===== config.mk =====
export PLATFORM = sky130hd
export DESIGN_NAME = rgb_layer_compositor
export DESIGN_NICKNAME = d
export VERILOG_FILES = /design/src/rtl/rgb_layer_compositor.sv
export SDC_FILE = /design/constraint.sdc
export NUM_CORES = 1
export LEC_CHECK = 0
export BUFFER_PORTS_ARGS = -buffer_cell sky130_fd_sc_hd__buf_2
export CAP_MARGIN = 30
export CORE_MARGIN = 2
export CORE_UTILIZATION = 42
export DETAILED_ROUTE_END_ITERATION = 8
export GPL_TIMING_DRIVEN = 0
export PLACE_DENSITY = 0.88
export SLEW_MARGIN = 10
export SYNTH_ARGS = -nofsm -noshare
export SYNTH_HDL_FRONTEND = slang
export SYNTH_SLANG_ARGS = --single-unit
export TNS_END_PERCENT = 100

===== constraint.sdc =====
create_clock -name clk -period 2 [get_ports clk]
set_clock_uncertainty 0.1 [all_clocks]
set_input_delay 0.1 -clock clk [delete_from_list [all_inputs] [get_ports clk]]
set_output_delay 0.1 -clock clk [all_outputs]
set_load 0.02 [all_outputs]

===== src/rtl/rgb_layer_compositor.sv =====
// Two-stage layer compositor: resolves one registered pixel colour from NUM_LAYERS sources.
// Latency two pix_tick edges; no backpressure, all state holds while pix_tick=0.
module rgb_layer_compositor #(
   parameter int                NUM_LAYERS = 20,
   parameter int                RGB_W      = 3,
   parameter int                MODE       = 0,
   parameter logic [RGB_W-1:0]  BG_COLOR   = '0,
   parameter logic [RGB_W-1:0]  ERR_COLOR  = '1,
   parameter int                CNT_W      = 16,
   localparam int               IDX_W      = $clog2(NUM_LAYERS)
) (
   input  logic                        clk,
   input  logic                        rst_n,
   input  logic                        pix_tick,
   input  logic                        video_on,
   input  logic [NUM_LAYERS*RGB_W-1:0] layer_rgb,
   input  logic [NUM_LAYERS-1:0]       layer_sel,
   input  logic [NUM_LAYERS-1:0]       layer_en,
   input  logic                        clr_cnt,
   output logic [RGB_W-1:0]            rgb_out,
   output logic [IDX_W-1:0]            hit_idx,
   output logic                        hit,
   output logic                        collision,
   output logic [CNT_W-1:0]            coll_cnt
);

   localparam logic [CNT_W-1:0] CNT_MAX = '1;

   logic [NUM_LAYERS-1:0] eff_sel;
   logic                  vo1_q, n1_q, m1_q;
   logic                  n1_d, m1_d;
   logic [IDX_W-1:0]      idx1_q, idx1_d;
   logic [RGB_W-1:0]      c1_q, c1_d;

   logic [RGB_W-1:0]      rgb_q, rgb_d;
   logic [IDX_W-1:0]      hit_idx_q, hit_idx_d;
   logic                  hit_q, hit_d;
   logic                  coll_q, coll_d;
   logic [CNT_W-1:0]      cnt_q;

   // Stage 1: masked select, hit/multi-hit flags and highest-index winner
   always_comb begin
      eff_sel = layer_sel & layer_en;
      n1_d    = |eff_sel;
      m1_d    = |(eff_sel & (eff_sel - NUM_LAYERS'(1)));
      idx1_d  = '0;
      for (int i = 0; i < NUM_LAYERS; i++) begin
         if (eff_sel[i]) idx1_d = IDX_W'(i);
      end
      c1_d = layer_rgb[int'(idx1_d)*RGB_W +: RGB_W];
   end

   always_ff @(posedge clk) begin
      if (!rst_n) begin
         vo1_q  <= 1'b0;
         n1_q   <= 1'b0;
         m1_q   <= 1'b0;
         idx1_q <= '0;
         c1_q   <= '0;
      end else if (pix_tick) begin
         vo1_q  <= video_on;
         n1_q   <= n1_d;
         m1_q   <= m1_d;
         idx1_q <= idx1_d;
         c1_q   <= c1_d;
      end
   end

   // Stage 2: blanking and empty select beat multi-hit, which beats a normal hit
   always_comb begin
      rgb_d     = BG_COLOR;
      hit_d     = 1'b0;
      hit_idx_d = '0;
      if (!vo1_q || !n1_q) begin
         rgb_d = BG_COLOR;
      end else if (m1_q && (MODE == 0)) begin
         rgb_d = ERR_COLOR;
      end else begin
         rgb_d     = c1_q;
         hit_d     = 1'b1;
         hit_idx_d = idx1_q;
      end
      coll_d = vo1_q & m1_q;
   end

   always_ff @(posedge clk) begin
      if (!rst_n) begin
         rgb_q     <= BG_COLOR;
         hit_idx_q <= '0;
         hit_q     <= 1'b0;
         coll_q    <= 1'b0;
      end else if (pix_tick) begin
         rgb_q     <= rgb_d;
         hit_idx_q <= hit_idx_d;
         hit_q     <= hit_d;
         coll_q    <= coll_d;
      end
   end

   // Clear is independent of pix_tick and drops a coincident collision
   always_ff @(posedge clk) begin
      if (!rst_n) begin
         cnt_q <= '0;
      end else if (clr_cnt) begin
         cnt_q <= '0;
      end else if (pix_tick && coll_d && (cnt_q != CNT_MAX)) begin
         cnt_q <= cnt_q + CNT_W'(1);
      end
   end

   assign rgb_out   = rgb_q;
   assign hit_idx   = hit_idx_q;
   assign hit       = hit_q;
   assign collision = coll_q;
   assign coll_cnt  = cnt_q;

endmodule


==> impl_results.md <==
- Status: complete, but fails checks
- Failing checks: negative setup slack
- Pwr/cell area: 492 nW/um^2
- Arr. time, crit path: 2.22 ns
- DR WL/cell: 16.5 um
- Routability Congestion: 0.918
- Synth cell count leaders: nand2_1, dfxtp_1, nor2_1, a21oi_1, nor2b_1
- Starting Density: 0.429
- Synth cell types: 60
- Minimum clock period: 2.13 ns
- Predominant post-synthesis flop cell: dfxtp_1
- Num CTS Buffers: 5
- Critical path's slowest cell: a222oi_1
- Worst vdd ir: 0.421 mV
- Final worst-path setup slack: -0.132 ns
- PortBufs: 129
- Post-synthesis register bit count: 37
- All-Layer GR Usage: 0.254
- Slew HR: 0.559
- Area growth, synth to finish: 46.1%
- Ys Warns: 0
- Sum Neg Setup Slack: -0.331 ns
- Hpwl dp: 6.95 mm
- Clock buffer depth: 2
- Die height: 84.1 um
- Cell Count, Final, Fillers Out: 586
- Antenna Cells: 0
- Cells along the critical path: buf_8 > a222oi_1 > buf_4 > nand4_1 > a41o_2 > o22ai_4 > buf_6 > mux2i_2 > a311oi_2 > a32o_1
- Fill cells: 560
- Register Area: 744 sq um
- RSZ-0062 raised after global routing: true
- Hold_ws: 0.167 ns
- Core Region: 6280 sq um
- Detail Route Antenna Nets: 0
- Synthesized area: 2690 sq um
- Die Area: 7070 sq um
- Vias in the first global route: 3364
- Gr ovfl total: 0
- Reg clk slew, reported paths: 0.07 ns
- Global-route wire length before repair: 14.8 mm
- CTS tree: done
- Syn nets: 450
- Dpl ws: -0.651 ns
- Fin util: 0.627
- Initial antenna violation count: 0
- Max-Cap Viols: 0
- Period utilization: 1.07
- Layout cells sized above 1: 0.397
- FF-to-FF End: coll_cnt[13]
- Fmax: 469 MHz
- WS Path Type: input port to flip-flop
- H-tree depth: 2
- Placed Cells incl. Taps: 550
- Most numerous cell in the Yosys netlist: nand2_1
- Leakage: 1.71 nW
- Worst setup EP type: flip-flop
- Num rows: 29
- Worst Min Path Start: layer_rgb[20]
- Post-synth EDFFs: 0
- DRT Wirelength: 9.65 mm
- FF-to-FF Start: coll_cnt[13]
- Fin. Hold Viols: 0
- Die width: 84.1 um
- Clock sinks: 37
- CP max stage delay: 0.41 ns
- Largest area contributor in the netlist: dfxtp_1
- Largest net degree at the start of global routing: 11
- R2r setup slk: 0.03 ns
- Synth Instances: 344
- Clock latency on the worst-skew pair: 0.29 ns
- CTS Root Cell: clkbuf_8
- Worst slew pin tran: 0.660 ns
- Top cell type's share of synthesized area: 0.275
- Num ports: 131
- Seq/Total Area, Yosys: 0.275
- Worst hold path depth: 5
- Residual DRC count: 0
- Post-Syn Area per Cell: 7.83 sq um
- Final setup fails: 4
- Hold Path Class: input port to flip-flop
- CP startpoint kind: input port
- CP required: 2.09 ns
- Async SR Flop Fraction: 0
- Vias/cell: 5.90
- Final slew viol count: 0
- Area of the multi-input gates: 1990 sq um
- Nets: 615
- Hold Path Sink: c1_q[2]
- Crit-path max FO: 5
- Register-to-Register Path Depth: 7
- Detailed Route Iter0 Violations: 213
- DRT Pass-1 Iters: 5
- Synth area leaders: dfxtp_1, nand2_1, mux2i_1
- DR vias: 3457
==> how the worst max path moves through the flow <==
| stage | from | endpoint | slack [ns] | cells after the start |
|---|---|---|---|---|
| 2_1_floorplan | layer_en[12] | c1_q[2] | -0.06 | 8 |
| 3_3_place_gp | layer_en[12] | c1_q[1] | -0.59 | 8 |
| 3_5_place_dp | layer_en[12] | c1_q[1] | -0.65 | 8 |
| 4_1_cts | layer_en[13] | m1_q | -0.06 | 17 |
| 5_1_grt | layer_sel[13] | c1_q[0] | -0.23 | 10 |
| 6_report | layer_sel[13] | c1_q[0] | -0.13 | 10 |
==> flip-flops by register name, indices dropped and copies added, names as in the netlist <==
register   flops
c1_q           3
coll_cnt      16
collision      1
hit            1
hit_idx        5
idx1_q         5
m1_q           1
n1_q           1
rgb_out        3
vo1_q          1
==> stage by stage <==
stage | instance area, sq um | power [W]
floorplan | 2700 | 0.00109
global placement | 3450 | 0.00128
detailed placement | 3450 | 0.00129
CTS | 3720 | 0.00186
global route | 3940 | 0.00202
finish | 3940 | 0.00194
==> layout by cell type (no fill, tap or decap), drive strengths merged, types with 11 or more instances in the layout <==
master / instances
nand2: 39
buf: 162
o21ai: 13
clkbuf: 15
nor2: 30
a21oi: 20
nor2b: 16
mux2i: 13
dfxtp: 37
nand3: 12
o22ai: 11
==> area by class of cell <==
class | instances | area share
buffer | 13 | 0.0184
clock buffer | 7 | 0.0219
inverter | 8 | 0.00763
multi-input combinational | 286 | 0.505
sequential | 37 | 0.189
tap | 77 | 0.0245
timing repair buffer | 158 | 0.233
==> routing by layer <==
layer	wire [um]	share of wire	GRT usage
met4	339	0.035	0.130
met1	3710	0.38	0.290
met3	760	0.079	0.0455
met5	0	0	0
met2	4830	0.50	0.448
==> report_power, final <==
group	internal, W	leakage, nW	switching (W)
sequential	0.000757	0.302	0.0000129
combinational	0.000303	1.37	0.000336
clock	0.000273	0.0443	0.000254
total	0.00133	1.71	0.000603
==> critical path, delay by kind of cell <==
family | cells | cell delay [ns]
AO/OA/AOI/OAI | 5 | 1.33
buffers and inverters | 3 | 0.44
multiplexers | 1 | 0.24
AND/OR/NAND/NOR | 1 | 0.09
==> repair_timing <==
action / CTS / global route
buffers inserted: 15 / 12
gates cloned: 0 / 2
hold buffers: 1 / 0
hold endpoints to repair: 1 / 0
resized for setup: 11 / 37
pin swaps: 2 / 14
setup endpoints to repair: 15 / 14
==> kinds of logic (layout without fill, tap and decap cells) <==
kind of cell,after synthesis,count (layout),synth area share
compound gates,120,120,0.334
xor+xnor,13,13,0.0423
fa+ha+maj,1,1,0.00464
buf+inv,21,186,0.0344
flops,37,37,0.275
mux,18,18,0.0692
simple gates,134,134,0.241
(Power assumes the default switching activity.)
